**src/rtl/route_pkg.sv**
```systemverilog
// Shared definitions for the packet sequencer in front of the 1-to-3 routing demux:
// FSM states, destination codes and header field positions.
package route_pkg;

    typedef enum logic [1:0] {
        HDR  = 2'd0,
        PAY  = 2'd1,
        DROP = 2'd2
    } route_state_t;

    localparam logic [1:0] DEST_IMG  = 2'd0;
    localparam logic [1:0] DEST_WGT  = 2'd1;
    localparam logic [1:0] DEST_BIAS = 2'd2;
    localparam logic [1:0] DEST_BAD  = 2'd3;

    localparam int unsigned HDR_DEST_MSB = 15;
    localparam int unsigned HDR_DEST_LSB = 14;
    localparam int unsigned HDR_LEN_MSB  = 13;
    localparam int unsigned HDR_LEN_LSB  = 0;
    localparam int unsigned LEN_W        = HDR_LEN_MSB - HDR_LEN_LSB + 1;

    // Destination code to write-strobe bit; DEST_BAD maps to no strobe.
    function automatic logic [2:0] dest_onehot(input logic [1:0] dest);
        return (dest == DEST_BAD) ? 3'b000 : (3'b001 << dest);
    endfunction

endpackage

```
**src/rtl/demux_route_ctrl_if.sv**
```systemverilog
// Stream-in / demux-out bundle for demux_route_ctrl. master = bridge/integration side,
// slave = the sequencer itself.
interface demux_route_ctrl_if #(
    parameter int unsigned ADDR_W = 10
);
    logic [15:0]       in_data;
    logic              in_valid;
    logic              in_ready;
    logic              out_stall;
    logic [15:0]       data_out;
    logic [1:0]        sel;
    logic [2:0]        wr_en;
    logic [ADDR_W-1:0] addr_out;
    logic [2:0]        done;
    logic              err;
    logic              clr_err;

    modport master (
        output in_data, in_valid, out_stall, clr_err,
        input  in_ready, data_out, sel, wr_en, addr_out, done, err
    );

    modport slave (
        input  in_data, in_valid, out_stall, clr_err,
        output in_ready, data_out, sel, wr_en, addr_out, done, err
    );
endinterface

```
**src/rtl/demux_route_ctrl.sv**
```systemverilog
// Packet sequencer: parses a header per packet and drives registered data/sel/wr_en/addr
// into the combinational 1-to-3 demux, with per-destination done pulses and sticky err.
module demux_route_ctrl
    import route_pkg::*;
#(
    parameter int unsigned ADDR_W  = 10,
    parameter int unsigned MAX_LEN = 784
) (
    input  logic               clk,
    input  logic               reset_n,
    demux_route_ctrl_if.slave  bus
);

    route_state_t      state;
    logic [ADDR_W-1:0] idx;
    logic [LEN_W-1:0]  rem;
    logic [1:0]        dest_q;

    logic              accept;
    logic [1:0]        hdr_dest;
    logic [LEN_W-1:0]  hdr_len;
    logic              hdr_bad;
    logic              last_word;

    assign bus.in_ready = !bus.out_stall && reset_n;
    assign accept       = bus.in_valid && bus.in_ready;

    assign hdr_dest  = bus.in_data[HDR_DEST_MSB:HDR_DEST_LSB];
    assign hdr_len   = bus.in_data[HDR_LEN_MSB:HDR_LEN_LSB];
    assign hdr_bad   = (hdr_dest == DEST_BAD) || (hdr_len > LEN_W'(MAX_LEN));
    // rem counts words still owed; rem==1 is the idx==len-1 word, and unlike idx it
    // stays exact for oversize packets in DROP.
    assign last_word = (rem == LEN_W'(1));

    always_ff @(posedge clk) begin
        if (!reset_n) begin
            state        <= HDR;
            idx          <= '0;
            rem          <= '0;
            dest_q       <= '0;
            bus.data_out <= '0;
            bus.sel      <= '0;
            bus.wr_en    <= '0;
            bus.addr_out <= '0;
            bus.done     <= '0;
            bus.err      <= 1'b0;
        end else begin
            bus.wr_en <= '0;
            bus.done  <= '0;
            if (bus.clr_err) begin
                bus.err <= 1'b0;
            end
            if (accept) begin
                unique case (state)
                    HDR: begin
                        if (hdr_bad) begin
                            bus.err <= 1'b1;
                            rem     <= hdr_len;
                            if (hdr_len != '0) begin
                                state <= DROP;
                            end
                        end else if (hdr_len == '0) begin
                            bus.done <= dest_onehot(hdr_dest);
                        end else begin
                            dest_q <= hdr_dest;
                            rem    <= hdr_len;
                            idx    <= '0;
                            state  <= PAY;
                        end
                    end
                    PAY: begin
                        bus.data_out <= bus.in_data;
                        bus.sel      <= dest_q;
                        bus.wr_en    <= dest_onehot(dest_q);
                        bus.addr_out <= idx;
                        idx          <= idx + 1'b1;
                        rem          <= rem - 1'b1;
                        if (last_word) begin
                            bus.done <= dest_onehot(dest_q);
                            state    <= HDR;
                        end
                    end
                    DROP: begin
                        rem <= rem - 1'b1;
                        if (last_word) begin
                            state <= HDR;
                        end
                    end
                    default: state <= HDR;
                endcase
            end
        end
    end

endmodule

```
**src/flat_wrapper.sv**
```systemverilog
// flat-port wrapper written by rule: the top's interface ports become plain ports
module demux_route_ctrl_flat import route_pkg::*;
#(
    parameter int unsigned ADDR_W  = 10,
    parameter int unsigned MAX_LEN = 784
)
  (clk, reset_n, bus_in_data, bus_in_valid, bus_out_stall, bus_clr_err, bus_in_ready, bus_data_out, bus_sel, bus_wr_en, bus_addr_out, bus_done, bus_err);
  demux_route_ctrl_if #(.ADDR_W(ADDR_W)) bus_i ();
  input  logic clk;
  input  logic reset_n;
  input wire logic [$bits(bus_i.in_data)-1:0] bus_in_data;
  input wire logic [$bits(bus_i.in_valid)-1:0] bus_in_valid;
  input wire logic [$bits(bus_i.out_stall)-1:0] bus_out_stall;
  input wire logic [$bits(bus_i.clr_err)-1:0] bus_clr_err;
  output wire logic [$bits(bus_i.in_ready)-1:0] bus_in_ready;
  output wire logic [$bits(bus_i.data_out)-1:0] bus_data_out;
  output wire logic [$bits(bus_i.sel)-1:0] bus_sel;
  output wire logic [$bits(bus_i.wr_en)-1:0] bus_wr_en;
  output wire logic [$bits(bus_i.addr_out)-1:0] bus_addr_out;
  output wire logic [$bits(bus_i.done)-1:0] bus_done;
  output wire logic [$bits(bus_i.err)-1:0] bus_err;
  assign bus_i.in_data = bus_in_data;
  assign bus_i.in_valid = bus_in_valid;
  assign bus_i.out_stall = bus_out_stall;
  assign bus_i.clr_err = bus_clr_err;
  assign bus_in_ready = bus_i.in_ready;
  assign bus_data_out = bus_i.data_out;
  assign bus_sel = bus_i.sel;
  assign bus_wr_en = bus_i.wr_en;
  assign bus_addr_out = bus_i.addr_out;
  assign bus_done = bus_i.done;
  assign bus_err = bus_i.err;
  demux_route_ctrl #(.ADDR_W(ADDR_W), .MAX_LEN(MAX_LEN)) u_core (.clk(clk), .reset_n(reset_n), .bus(bus_i));
endmodule
```
**config.mk**
```make
export PLATFORM = sky130hd
export DESIGN_NAME = demux_route_ctrl_flat
export DESIGN_NICKNAME = d
export VERILOG_FILES = /design/src/rtl/route_pkg.sv /design/src/rtl/demux_route_ctrl_if.sv /design/src/rtl/demux_route_ctrl.sv /design/src/flat_wrapper.sv
export SDC_FILE = /design/constraint.sdc
export NUM_CORES = 1
export LEC_CHECK = 0
export BUFFER_PORTS_ARGS = -buffer_cell sky130_fd_sc_hd__buf_2
export CORE_UTILIZATION = 55
export CTS_CLUSTER_DIAMETER = 120
export CTS_CLUSTER_SIZE = 14
export DETAILED_ROUTE_END_ITERATION = 12
export PLACE_DENSITY = 0.88
export SLEW_MARGIN = 25
export SYNTH_ARGS = -nofsm -noshare
export SYNTH_HDL_FRONTEND = slang
export SYNTH_SLANG_ARGS = --single-unit
```
**constraint.sdc**
```tcl
create_clock -name clk -period 3.4 [get_ports clk]
set_input_delay 0.85 -clock clk [delete_from_list [all_inputs] [get_ports clk]]
set_output_delay 0.85 -clock clk [all_outputs]
set_load 0.005 [all_outputs]
```
==> impl_metrics.csv, run 1 <==
group,metric,value,unit
drt,viasPerCell,5.83,
sta,skew,10.8,ps
power,power_frac_comb,10.4,%
die,core,5170,sq um
clock_network,clock_sinks,63,
final_layout,syn2layout_area_growth,17.2,%
yosys,synthArstFlopShare,0,%
die,fp-row-count,26,
global_routing,overflow,0,
hold_path,hold_class,"flop to flop",
drt,wl_per_cell,14.7,microns
power,swShare,25.8,%
outcome,status,"finished, final reports clean",
sta,drv_slew,0,
power,pwr-share-clk,42.0,%
final_layout,drive_gt1_share,23.1,%
final_layout,insertedDiodeCount,0,
power,ir_drop,0.282,mV
final_layout,fin_util,67.7,%
die,pin_count,57,
sta,fin_crit_sh,77.7,%
critical_path,critPathLaunchType,"input port",
power,pwr-share-seq,47.7,%
place,place_area,3290,sq um
clock_network,cts-buffers-inserted,9,
run,drv_cap,0,
yosys,synth_seq_cells,63,
clock_network,postCtsResizedCells,0,
clock_network,post_cts_buffers,0,
power,p_total,1600,uW
place,place.gp.congestion,0.870,
drt,drc,0,
yosys,seq_area_frac_synth,42.2,%
sta,max_freq,378,MHz
clock_network,cts_hold_buf,0,
sta,setup_tns,0,ps
sta,finalSetupViolCount,0,
drt,drtAntennaViolNets,0,
power,p_int,1190,uW
clock_network,htree_levels,3,
power,power_density,457,nW/um^2
place,dp_slack,419,ps
clock_network,clk-insertion-delay-late,340,ps
clock_network,cts_tree,"done",
yosys,postSynthCellCount,371,
global_routing,antenna_found_initial,0,
place,portBuffers,56,
yosys,synthFlopType,"dfxtp_1",
sta,worstMarginPinSlew,794,ps
die,die_h,75.7,microns
clock_network,clkTransAtPathRegs,70,ps
die,initial_core_util,57.7,%
yosys,syn-num-nets,398,
sta,max_slew_margin,47.0,%
yosys,synth_warnings,0,
clock_network,clockBufferDepth,2,
sta,period_needed,2640,ps
critical_path,crit_type,"input port to flop",
die,die_x,75.7,microns
critical_path,critPathMaxFanout,11,
drt,drt-pass1-iter-count,4,
global_routing,grt_pass1_wl,11600,microns
global_routing,grt_pass1_vias,2515,
sta,rsz0062_at_grt,"false",
clock_network,root_buffer,"clkbuf_8",
drt,vias,2888,
drt,drt_wl_total,7260,microns
sta,finalWorstSetupSlack,758,ps
sta,hold_viol_final,0,
place,hpwl,5050,microns
power,p_sw,413,uW
die,die_area,5730,sq um
yosys,avgSynthCellArea,8.05,sq um
yosys,synth.distinct_cells,59,
final_layout,final_cell_area,3500,sq um
critical_path,worst_ep_required_time,3650,ps
critical_path,crit_arrival,2890,ps
critical_path,crit_path_end_kind,"flop",
yosys,synth_edf_count,0,
global_routing,grt_max_degree,39,
drt,drt_iter0_drc,264,
final_layout,final_nets,447,
power,p_leak,0.00135,uW
yosys,netlist_area,2990,sq um
global_routing,grtUsageTotal,27.3,%
-- registers in the layout, summed over array words and instances (netlist names) --
signal,cells
u_core.bus.wr_en,3
u_core.bus.done,3
u_core.idx,10
u_core.bus.err,1
u_core.state,2
u_core.bus.addr_out,10
u_core.rem,14
u_core.dest_q,2
u_core.bus.sel,2
u_core.bus.data_out,16
-- critical path: stages --
cell     delay, ps
buf_2          120
or4_4          580
a32o_2         290
o31ai_4        500
nand2_2        220
o41ai_2        330
-- cells in the final DEF, fill, tap and decap left out, types with 3 or more instances in the layout --
| cell type | count |
|---|---|
| nor3_1 | 8 |
| nand3b_1 | 3 |
| nand3_1 | 7 |
| o211ai_1 | 3 |
| a31oi_1 | 5 |
| nand2b_1 | 4 |
| a211oi_1 | 3 |
| o21a_1 | 3 |
| o21ai_0 | 14 |
| buf_4 | 4 |
| a21oi_1 | 42 |
| ha_1 | 6 |
| a31o_2 | 5 |
| inv_1 | 10 |
| buf_2 | 56 |
| nor2_1 | 18 |
| o22ai_1 | 8 |
| and2_1 | 3 |
| dfxtp_1 | 63 |
| mux2i_1 | 4 |
| o31ai_1 | 4 |
| nand4_1 | 4 |
| or3_1 | 3 |
| clkbuf_8 | 11 |
| nand2_1 | 88 |
-- cells by family (layout without fill, tap and decap cells) --
logic type	Yosys count	after routing	share of synthesized area, %
AND/OR/NAND/NOR	162	162	26.5
buffers and inverters	32	86	4.48
multiplexers	4	4	1.34
flip-flops	63	63	42.2
AO/OA/AOI/OAI	104	104	22.9
adder cells (fa/ha/maj)	6	6	2.51
-- cells in the mapped netlist (3+ instances only) --
| library cell | instances | area share (%) |
|---|---|---|
| nand3_1 | 7 | 1.2 |
| nand3b_1 | 3 | 0.75 |
| o211ai_1 | 3 | 0.75 |
| clkbuf_1 | 17 | 2.1 |
| inv_1 | 10 | 1.3 |
| o21a_1 | 3 | 0.75 |
| nand2b_1 | 4 | 0.84 |
| nor2_1 | 19 | 2.4 |
| nor3_1 | 8 | 1.3 |
| a31o_2 | 5 | 1.5 |
| o31ai_1 | 4 | 1.0 |
| a211oi_1 | 3 | 0.75 |
| o21ai_0 | 14 | 2.3 |
| dfxtp_1 | 63 | 42 |
| or3_1 | 3 | 0.63 |
| nand2_1 | 88 | 11 |
| mux2i_1 | 4 | 1.3 |
| a21oi_1 | 42 | 7.0 |
| a31oi_1 | 5 | 1.0 |
| ha_1 | 6 | 2.5 |
| nand4_1 | 4 | 0.84 |
| o22ai_1 | 8 | 1.7 |
| and2_1 | 3 | 0.63 |
-- layout make-up --
cell class                      count  area [sq um]
Multi-Input combinational cell    276          1590
Tap cell                           70          87.6
Sequential cell                    63          1260
Timing Repair Buffer               60           310
Clock inverter                      4          53.8
Clock buffer                       12           155
Fill cell                         435          1670
Inverter                           10          37.5
-- power groups by stage --
stage / logic [uW] / registers [uW] / clock network [uW]
finish: 166 / 762 / 671
global route: 182 / 764 / 724
CTS: 164 / 762 / 684
detailed placement: 162 / 778 / 0
global placement: 157 / 777 / 0
floorplan: 120 / 774 / 0
-- path summary, 6_finish.rpt --
path	startpoint	to	slack [ps]	cells after the start
max reg2reg	u_core.state[0]	u_core.rem[13]	980	6
max	bus_in_data[0]	u_core.idx[8]	760	6
min reg2reg	u_core.bus.data_out[15]	u_core.bus.data_out[15]	450	2
min	u_core.bus.data_out[15]	u_core.bus.data_out[15]	450	2
-- per-layer routing --
layer	track usage (%)	routed length [microns]
met4	9.88	93
met2	42.5	3350
met1	37.2	3290
met5	0	0
met3	6.22	528
-- per-stage QoR --
| step | instances | hold WS, ps |
|---|---|---|
| floorplan | 371 | 440 |
| finish | 495 | 453 |
| global placement | 479 | 438 |
| detailed placement | 479 | 445 |
| global route | 495 | 471 |
| CTS | 495 | 453 |
No activity file was read; power rests on OpenSTA's default activity.
==> run 2, diff against run 1 <==
--- a/config.mk
+++ b/config.mk
@@ -5,12 +5,13 @@
 export SDC_FILE = /design/constraint.sdc
 export NUM_CORES = 1
 export LEC_CHECK = 0
+export ABC_AREA = 1
 export BUFFER_PORTS_ARGS = -buffer_cell sky130_fd_sc_hd__buf_2
-export CORE_UTILIZATION = 55
+export CORE_UTILIZATION = 50
 export CTS_CLUSTER_DIAMETER = 120
 export CTS_CLUSTER_SIZE = 14
 export DETAILED_ROUTE_END_ITERATION = 12
-export PLACE_DENSITY = 0.88
+export PLACE_DENSITY = 0.84
 export SLEW_MARGIN = 25
 export SYNTH_ARGS = -nofsm -noshare
 export SYNTH_HDL_FRONTEND = slang
==> constraint.sdc (replaced) <==
create_clock -name clk -period 2.2 [get_ports clk]
set_input_delay 0.55 -clock clk [delete_from_list [all_inputs] [get_ports clk]]
set_output_delay 0.55 -clock clk [all_outputs]
set_load 0.005 [all_outputs]
==> run 2 against run 1 <==
Synthesized area rose by 8.3%. Die area increased by 19%. Critical path depth increased by 3. Global-route usage shrank 2.4 points. Flip-flop and latch count did not move. Utilization fell by 6.2 points.
==> impl_metrics.csv, run 2 <==
group,metric,value,unit
yosys,yosysTopAreaCellShare,39.0,%
sta,skew,5.81,ps
sta,hold_viol_final,0,
yosys,seq_area_frac_synth,39.0,%
critical_path,r2r_cells,9,
sta,rsz0062_at_grt,"false",
hold_path,hold_class,"input port to flop",
global_routing,grt_max_degree,46,
power,p_total,2400,uW
clock_network,post_cts_buffers,0,
power,p_leak,0.00186,uW
critical_path,crit_type,"flop to flop",
drt,drc,0,
critical_path,r2r_end,"u_core.idx[3]",
yosys,syn-num-nets,522,
global_routing,antenna_found_initial,0,
global_routing,overflow,0,
yosys,synth.distinct_cells,28,
critical_path,critPathLaunchType,"flop",
yosys,avgSynthCellArea,6.54,sq um
die,pin_count,57,
global_routing,grt_pass1_vias,2839,
hold_path,hp-start,"bus_clr_err",
drt,wl_per_cell,12.6,microns
clock_network,cts-buffers-inserted,9,
die,initial_core_util,53.1,%
drt,viasPerCell,5.22,
final_layout,insertedDiodeCount,0,
clock_network,root_buffer,"clkbuf_8",
yosys,postSynthCellCount,495,
power,power_density,641,nW/um^2
power,ir_drop,0.356,mV
critical_path,crit_path_end_kind,"flop",
sta,worstMarginPinSlew,488,ps
yosys,synthFlopType,"dfxtp_1",
final_layout,largest_reg_flops,16,
final_layout,num-fill-cells,563,
drt,drt_wl_total,7970,microns
final_layout,reg.largest.list,"u_core.bus.data_out x16, u_core.rem x14",
yosys,synth_warnings,0,
drt,drtAntennaViolNets,0,
critical_path,crit_arrival,2010,ps
sta,drv_slew,0,
final_layout,register_area,1260,sq um
clock_network,postCtsResizedCells,0,
die,fp-row-count,28,
sta,setup_tns,0,ps
sta,period_needed,1730,ps
critical_path,rr_startpoint,"u_core.state[1]",
place,portBuffers,56,
critical_path,worst_ep_required_time,2480,ps
place,place.gp.congestion,0.911,
clock_network,clk-insertion-delay-late,350,ps
die,die_x,82.4,microns
yosys,synth_edf_count,0,
clock_network,clock_sinks,63,
final_layout,multiInputGateArea,1680,sq um
hold_path,whs_path_depth,4,
global_routing,grtUsageTotal,24.9,%
sta,max_freq,578,MHz
die,core,6100,sq um
yosys,synthArstFlopShare,0,%
drt,vias,3293,
yosys,yosysMostFrequentCell,"nand2_1",
final_layout,final_nets,578,
final_layout,layout_common_cells,"nand2_1, nor2_1, dfxtp_1, buf_2, inv_1",
yosys,ys_top_cells_by_area,"dfxtp_1, nand2_1, nor2_1, nand3_1, a21oi_1",
final_layout,layout.cells.most_common,"nand2_1",
critical_path,critPathMaxFanout,12,
yosys,netlist_area,3240,sq um
yosys,synth_seq_cells,63,
place,hpwl,5660,microns
clock_network,htree_levels,3,
run,drv_cap,0,
clock_network,cts_tree,"done",
outcome,status,"finished, final reports clean",
sta,max_slew_margin,67.4,%
sta,finalSetupViolCount,0,
final_layout,syn2layout_area_growth,15.9,%
drt,drt-pass1-iter-count,5,
clock_network,clkTransAtPathRegs,70,ps
yosys,synth_common_cells,"nand2_1, nor2_1, dfxtp_1, inv_1, nand3_1",
clock_network,cts_hold_buf,0,
sta,fin_crit_sh,78.6,%
clock_network,clockBufferDepth,2,
die,die_area,6800,sq um
final_layout,largest-register,"u_core.bus.data_out",
final_layout,drive_gt1_share,16.9,%
global_routing,grt_pass1_wl,12700,microns
yosys,synth_area_leader_cell,"dfxtp_1",
hold_path,hold-path-endpoint,"u_core.bus.err",
drt,drt_iter0_drc,244,
die,die_h,82.4,microns
critical_path,ff2ff_setup_slack,470,ps
-- run 2: cell type report --
| cell class | count | area share [%] |
|---|---|---|
| clock buffers | 9 | 3.30 |
| clock inverters | 7 | 1.34 |
| inverters | 52 | 5.21 |
| multi-input cells | 362 | 44.8 |
| flip-flops and latches | 63 | 33.6 |
| well taps | 75 | 2.50 |
| repair buffers | 63 | 9.21 |
-- run 2: kinds of logic after synthesis --
family	synth area share (%)
simple gates	36.1
buf+inv	9.13
flops	39.0
xor+xnor	0.812
fa+ha+maj	2.32
compound gates	12.7
-- run 2: critical path: stages (launching register included) --
cell and delay, ps:
dfxtp_1 330, inv_1 60, ha_1 190, inv_1 370
a21oi_2 130, nand2_1 110, inv_2 90, nand2_2 170
nand2_1 70, a21oi_1 130
-- run 2: per-layer routing --
| layer | routed length (microns) | global-route usage [%] | up-vias |
|---|---|---|---|
| met5 | 0 | 0 | - |
| met4 | 176 | 11.6 | 0 |
| met3 | 438 | 4.18 | 20 |
| met2 | 3620 | 38.7 | 113 |
| met1 | 3740 | 33.6 | 1479 |
| li1 | - | - | 1681 |
-- run 2: worst max path at each step --
stage / from / end / slack (ps) / cells after the start
global placement: bus_in_data[10] / u_core.idx[7] / 300 / 9
floorplan: bus_in_data[8] / u_core.rem[3] / 580 / 8
finish: u_core.state[1] / u_core.idx[3] / 470 / 9
detailed placement: bus_in_data[10] / u_core.idx[3] / 250 / 9
global route: u_core.state[1] / u_core.idx[9] / 310 / 9
CTS: u_core.state[1] / u_core.bus.sel[1] / 470 / 8
-- run 2: power breakdown --
group          leakage, uW  internal (uW)  switching [uW]  total, uW
sequential        0.000510           1160            17.2       1180
clock            0.0000812            407             484        890
combinational      0.00127            111             219        330
total              0.00186           1680             720       2400
-- run 2: metrics by stage --
step                hold slack, ps  cell area (sq um)  setup WS, ps  cells  util (%)
finish                         450               3750           471    631      61.5
global route                   456               3750           311    631      61.5
detailed placement             457               3570           249    615      58.6
floorplan                      435               3240           582    495         -
global placement               453               3570           298    615      58.6
CTS                            447               3750           473    631      61.5
